### config.mk
export PLATFORM = sky130hd
export DESIGN_NAME = interrupt_controller
export DESIGN_NICKNAME = d
export VERILOG_FILES = /design/src/rtl/interrupt_controller.sv
export SDC_FILE = /design/constraint.sdc
export NUM_CORES = 1
export LEC_CHECK = 0
export ABC_AREA = 1
export CAP_MARGIN = 15
export CORE_MARGIN = 1
export CORE_UTILIZATION = 44
export DETAILED_ROUTE_END_ITERATION = 8
export GPL_TIMING_DRIVEN = 1
export HOLD_SLACK_MARGIN = 0.08
export PLACE_DENSITY = 0.89
export SETUP_SLACK_MARGIN = 0.2
export SLEW_MARGIN = 20
export SYNTH_ARGS = -nofsm -noshare
export SYNTH_HDL_FRONTEND = slang
export SYNTH_SLANG_ARGS = --single-unit
### constraint.sdc
create_clock -name clock -period 1.35 [get_ports clock]
set_input_delay 0.405 -clock clock [delete_from_list [all_inputs] [get_ports clock]]
set_output_delay 0.405 -clock clock [all_outputs]
set_load 0.05 [all_outputs]
### src/rtl/interrupt_controller.sv
// Seven-level prioritised interrupt controller with per-source synchronisers,
// a level/edge enable mask, a pending status register and an IACK handshake FSM.
module interrupt_controller #(
  parameter int         SYNC_STAGES = 2,          // at least 2
  parameter logic [6:0] EDGE_MASK   = 7'b0000000
) (
  input  logic       clock,
  input  logic       n_reset,
  input  logic [6:0] irq_n,
  input  logic       as,
  input  logic [2:0] fc,
  input  logic [3:0] addr_space,
  input  logic [2:0] iack_level,
  input  logic       reg_cs,
  input  logic       reg_sel,
  input  logic       write,
  input  logic [7:0] data_in,
  output logic [7:0] data_out,
  output logic [2:0] n_ipl,
  output logic       n_avec,
  output logic       spurious
);

  typedef enum logic [1:0] {IDLE, ACK, WAIT_END} state_t;

  state_t                        state_reg, state_next;
  logic [SYNC_STAGES-1:0][6:0]   sync_reg;
  logic [6:0]                    irq_s;
  logic [6:0]                    mask_reg;
  logic [6:0]                    pending;
  logic [7:0]                    pending_ext;
  logic [2:0]                    level_top;
  logic [2:0]                    n_ipl_reg;
  logic [2:0]                    ack_level_reg;
  logic                          iack_dec;
  logic                          ack_take;
  logic                          ack_hit;
  logic                          mask_wr;
  logic                          busy;
  logic                          unused_bit;

  assign unused_bit = data_in[0];

  // Raw pins only ever reach the first synchroniser stage.
  always_ff @(posedge clock or negedge n_reset) begin
    if (!n_reset) sync_reg <= '1;
    else          sync_reg <= {sync_reg[SYNC_STAGES-2:0], irq_n};
  end

  assign irq_s = sync_reg[SYNC_STAGES-1];

  assign mask_wr     = reg_cs & write & ~reg_sel;
  assign iack_dec    = as && (fc == 3'b111) && (addr_space == 4'hF);
  assign ack_take    = (state_reg == IDLE) && iack_dec;
  assign pending_ext = {pending, 1'b0};
  // Level 0 indexes the constant zero bit, so it always resolves as spurious.
  assign ack_hit     = ack_take && pending_ext[iack_level];

  always_ff @(posedge clock or negedge n_reset) begin
    if (!n_reset)     mask_reg <= 7'h00;
    else if (mask_wr) mask_reg <= data_in[7:1];
  end

  generate
    for (genvar gi = 0; gi < 7; gi++) begin : g_src
      if (EDGE_MASK[gi]) begin : g_edge
        logic prev_reg;
        logic latch_reg;
        logic edge_set;
        logic edge_clr;

        assign edge_set = prev_reg & ~irq_s[gi] & mask_reg[gi];
        assign edge_clr = (ack_hit && (iack_level == 3'(gi + 1))) ||
                          (mask_wr && !data_in[gi + 1]);

        // Set has priority so an edge coinciding with its acknowledge is kept.
        always_ff @(posedge clock or negedge n_reset) begin
          if (!n_reset) begin
            prev_reg  <= 1'b1;
            latch_reg <= 1'b0;
          end else begin
            prev_reg <= irq_s[gi];
            if (edge_set)      latch_reg <= 1'b1;
            else if (edge_clr) latch_reg <= 1'b0;
          end
        end

        assign pending[gi] = latch_reg;
      end else begin : g_level
        assign pending[gi] = ~irq_s[gi] & mask_reg[gi];
      end
    end
  endgenerate

  always_comb begin
    level_top = 3'd0;
    for (int i = 0; i < 7; i++) begin
      if (pending[i]) level_top = 3'(i + 1);
    end
  end

  always_comb begin
    state_next = state_reg;
    case (state_reg)
      IDLE:     if (iack_dec) state_next = ACK;
      ACK:      state_next = WAIT_END;
      WAIT_END: if (!as) state_next = IDLE;
      default:  state_next = IDLE;
    endcase
  end

  always_ff @(posedge clock or negedge n_reset) begin
    if (!n_reset) begin
      state_reg     <= IDLE;
      ack_level_reg <= 3'd0;
      n_ipl_reg     <= 3'b111;
    end else begin
      state_reg <= state_next;
      // Holds the acknowledged level, or zero when the acknowledge is spurious.
      if (ack_take) ack_level_reg <= ack_hit ? iack_level : 3'd0;
      if (state_reg == IDLE) n_ipl_reg <= ~level_top;
    end
  end

  assign busy     = (state_reg != IDLE);
  assign n_avec   = ~(busy && (ack_level_reg != 3'd0));
  assign spurious = busy && (ack_level_reg == 3'd0);
  assign n_ipl    = n_ipl_reg;

  always_comb begin
    data_out = 8'h00;
    if (reg_cs) data_out = reg_sel ? {pending, 1'b0} : {mask_reg, 1'b0};
  end

endmodule

# --- Word level (Yosys, flattened, before mapping) ---
# Cells that the tools add are included.
word_totals:
  regBits: 29
  input_bits: 31
  out_inout_bits: 13
  word_cells: 58
classes:
  n_lt_le_gt_ge: 1
  n_eq_ne: 6
  n_mux: 15
  bitwise: 19
  reduce_logical: 11
op_table:
  columns: ["cell", "n"]
  rows:
  - ["3-bit two-way mux", 6]
  - ["8-bit two-way mux", 2]
  - ["1-bit AND", 9]
  - ["1-bit inverter", 9]
  - ["1-bit logical AND", 6]
  - ["2-bit two-way mux", 3]
  - ["2-bit one-hot mux with 3 select lines", 1]
  - ["4-bit equality test (second input constant)", 1]
  - ["3-bit by 4-bit less-than comparator with 1-bit output (second input constant)", 1]
  - ["2-bit inequality test (second input constant)", 2]
  - ["1-bit binary-select mux with 3-bit select", 1]
  - ["3-bit equality test (second input constant)", 1]
  - ["3-bit zero test", 1]
  - ["3-bit inverter", 1]
  - ["3-bit nonzero test", 1]
  - ["2-bit by 1-bit equality test with 1-bit output (second input constant)", 1]
  - ["2-bit equality test (second input constant)", 1]
  - ["2-bit zero test", 1]
  - ["1-bit two-way mux", 2]
  - ["2-bit AND reduction", 1]
  - ["2-bit nonzero test", 1]

# --- Longest topological paths before layout ---
logic_depth:
  depth_word: 10
  mapped_depth: 8
  depth_no_buf: 8

# --- Least setup slack after synthesis ---
# Ideal clock, no wire load.
synth_path:
  path_type: "input to output"
  start: "input reg_sel"
  end: "output data_out[1]"
  t_arrival_ns: 1.782
  t_required_ns: 0.945
  slack_ns: -0.837
  path_stages: 2
  path_buffers: 1
  cell_sequence: "buf_2 > a211oi_1"
synth_between:
  elab_chain_len: 2
synth_rtl:
  columns: ["item", "line_no", "text"]
  rows:
  - ["start: declaration", "15", "input logic reg_sel,"]
  - ["8-bit two-way mux (2 in series)", "132", "if (reg_cs) data_out = reg_sel ? {pending, 1'b0} : {mask_reg, 1'b0};"]
  - ["end: declaration", "18", "output logic [7:0] data_out,"]
# No other way between the ends.

# --- Final worst setup path ---
layout_path:
  start: "register ack_level_reg[0]"
  end: "output spurious"
layout_between:
  elab_chain_len: 2
layout_rtl:
  columns: ["item", "line_no", "text"]
  rows:
  - ["start: declaration", "34", "logic [2:0] ack_level_reg;"]
  - ["start signal: assignment", "120", "if (ack_take) ack_level_reg <= ack_hit ? iack_level : 3'd0;"]
  - ["3-bit zero test", "127", "assign spurious = busy && (ack_level_reg == 3'd0);"]
  - ["1-bit logical AND", "127", null]
  - ["end: declaration", "21", "output logic spurious"]
# No other way between the ends.

==> results.py <==
metrics = {
    "outcome": {
        "outcome": "finished, violations left",
        "violations": "setup timing",
    },
    "die": {
        "die_area_mm2": 0.003067,
        "die-height_um": 55.38,
        "core_area_mm2": 0.002590,
        "die_w_um": 55.38,
        "io_pins": 44,
        "placementRows": 18,
        "start_util": 0.4841,
    },
    "place": {
        "gp_congestion": 0.8653,
        "dpl.hpwl_mm": 2.162,
        "place_inst": 206,
        "io_buffers": 41,
        "dpl_worst_slack_ns": -0.5461,
    },
    "grt": {
        "antenna_found_initial": 0,
        "grt_util_all_layers": 0.2412,
        "grt_pass1_vias": 1254,
        "grt_pass1_wl_mm": 5.658,
        "gr-total-overflow": 0,
        "grt_max_degree": 30,
    },
    "sta": {
        "fmax_mhz": 562.2,
        "final.setup.tns_ns": -2.959,
        "fin_worst_hold_slack_ns": 0.3620,
        "rsz0062_at_grt": "true",
        "setup_viol": 15,
        "hold_violations": 0,
        "post-route-period-util": 1.318,
        "maxSlewViolCount": 0,
        "fin_skew_ns": 0.007875,
        "setup_ws_ns": -0.4287,
        "min_period_ns": 1.779,
    },
    "synth": {
        "synthSimpleGateAreaFrac": 0.2036,
        "synthTopCellsByArea": "dfstp_2 36%, dfrtp_1 24%, nand2_1 9.6%",
        "ys_types": 20,
        "yosysTopAreaCell": "dfstp_2",
        "synth-edff-count": 0,
        "synthCells": 130,
        "synth_commonest_cells": "32 x nand2_1, 20 x inv_1, 17 x dfstp_2",
        "seq_area_frac_synth": 0.5958,
        "post-synth-top-count-cell": "nand2_1",
        "yosys_most_used_dff": "dfstp_2",
        "muxShareOfSynthArea": 0.04790,
        "postSynth.asyncResetShare": 1.000,
        "synthDominantCellAreaShare": 0.3563,
        "yosys.area_share.xor_xnor": 0,
        "synth_fa_ha_area_frac": 0,
        "syn_avg_cell_area_um2": 9.644,
        "synth_compound_area_frac": 0.07685,
        "syn_area_mm2": 0.001254,
        "synth_top_family_by_area": "simple AND/OR/NAND/NOR gates",
        "yosys_warnings": 0,
        "syn_nets": 161,
        "synth-seq-cells": 29,
    },
    "routing": {
        "drc": 0,
        "wl_per_cell_um": 15.79,
        "firstDrtPassIters": 4,
        "route.final.wire_length_mm": 3.694,
        "drtIter0Drc": 35,
        "viasPerCell": 5.231,
        "num_vias": 1224,
        "antenna_left": 0,
    },
    "clock_network": {
        "cts.htree.levels": 2,
        "clock-root-buffer": "clkbuf_4",
        "clk_latency_ns": 0.33,
        "numCtsBuffers": 5,
        "clk_pin_slew_ns": 0.09,
        "cts_sinks": 29,
        "cts_tree": "done",
        "clockBufferDepth": 2,
    },
    "layout": {
        "drive_gt1_frac": 0.5049,
        "fin_cells": 234,
        "utilization": 0.8754,
        "n_fill_cell": 119,
        "antennaDiodeCount": 0,
        "seq_area_um2": 747.0,
        "layout.nets": 234,
        "syn_to_final_growth_pct": 80.84,
        "multi_input_area_um2": 560.5,
    },
    "worst_hold_path": {
        "min-delay-path-class": "flip-flop to flip-flop",
    },
    "setup_path": {
        "cp.required_ns": 0.95,
        "start_kind": "flip-flop",
        "worst_ep_arrival_time_ns": 1.37,
        "critPathMaxFanout": 2,
        "end_kind": "output port",
        "worst-setup-path-type": "flip-flop to output port",
    },
    "power_and_ir_drop": {
        "p_leak_nw": 1.063,
        "ir_worst_vdd_v": 0.001043,
        "p_per_area_mw_per_mm2": 1111,
    },
    "job": {
        "maxCapViolCount": 0,
    },
}
==> layer usage <==
| layer | track usage | vias to the layer above | share of wire |
|---|---|---|---|
| li1 | - | 559 | - |
| met1 | 0.2492 | 594 | 0.34 |
| met2 | 0.4596 | 61 | 0.57 |
| met3 | 0.07963 | 10 | 0.065 |
| met4 | 0.06429 | 0 | 0.022 |
| met5 | 0 | - | 0 |
==> cell type report <==
class,count,share of cell area
flip-flops and latches,29,0.3295
repair buffers,68,0.3400
well taps,30,0.01656
inverters,21,0.03587
multi-input cells,78,0.2472
clock buffers,7,0.02870
clock inverters,1,0.002208
==> what timing repair did <==
item,4_1_cts,5_1_grt
resized for setup,29,14
setup buffers,11,9
pin swaps,17,15
endpoints found under the setup margin,25,26
hold buffers,0,0
==> layout by cell type (no fill, tap or decap), drive strengths merged <==
cell,count
conb,1
nor2,8
buf,41
mux2,4
a21oi,10
nand2,33
dfstp,17
or3,1
a211oi,3
nand4,4
clkbuf,7
nand3,10
inv,21
o21ai,4
clkdlybuf4s50,27
dfrtp,12
clkinv,1
==> where the power goes <==
group	leakage, nW	switching (mW)	internal, mW
logic	0.694	0.425	0.446
registers	0.328	0.0693	0.982
clock network	0.0413	0.296	0.301
total	1.06	0.790	1.73
==> worst paths after layout <==
kind	end	slack (ns)	startpoint	cells after the start
setup / recovery	spurious	-0.43	ack_level_reg[0]	3
hold / removal	irq_s[1]	0.36	sync_reg[1]	0
setup reg to reg	ack_level_reg[0]	-0.20	state_reg[1]	10
hold reg to reg	irq_s[1]	0.36	sync_reg[1]	0
max in group asynchronous	irq_s[0]	0.69	n_reset	2
min in group asynchronous	state_reg[1]	0.42	n_reset	2
==> cell families (layout without fill, tap and decap cells) <==
group           Yosys count  after routing
simple gates             56             56
flops                    29             29
buf+inv                  23             97
compound gates           17             17
mux                       4              4
other cells               1              1
==> worst max-delay path, stage by stage (launching register included) <==
cell and delay (ns):
dfrtp_1 0.39, or3_4 0.41, nor2_4 0.11, buf_12 0.14
==> per-stage QoR <==
| step | area (um2) | power (mW) |
|---|---|---|
| 2_1_floorplan | 1336 | 1.401 |
| 3_3_place_gp | 1954 | 1.738 |
| 3_5_place_dp | 1954 | 1.759 |
| 4_1_cts | 2173 | 2.422 |
| 5_1_grt | 2267 | 2.619 |
| 6_report | 2267 | 2.520 |
Note: power is estimated with default switching activity, not from simulation.
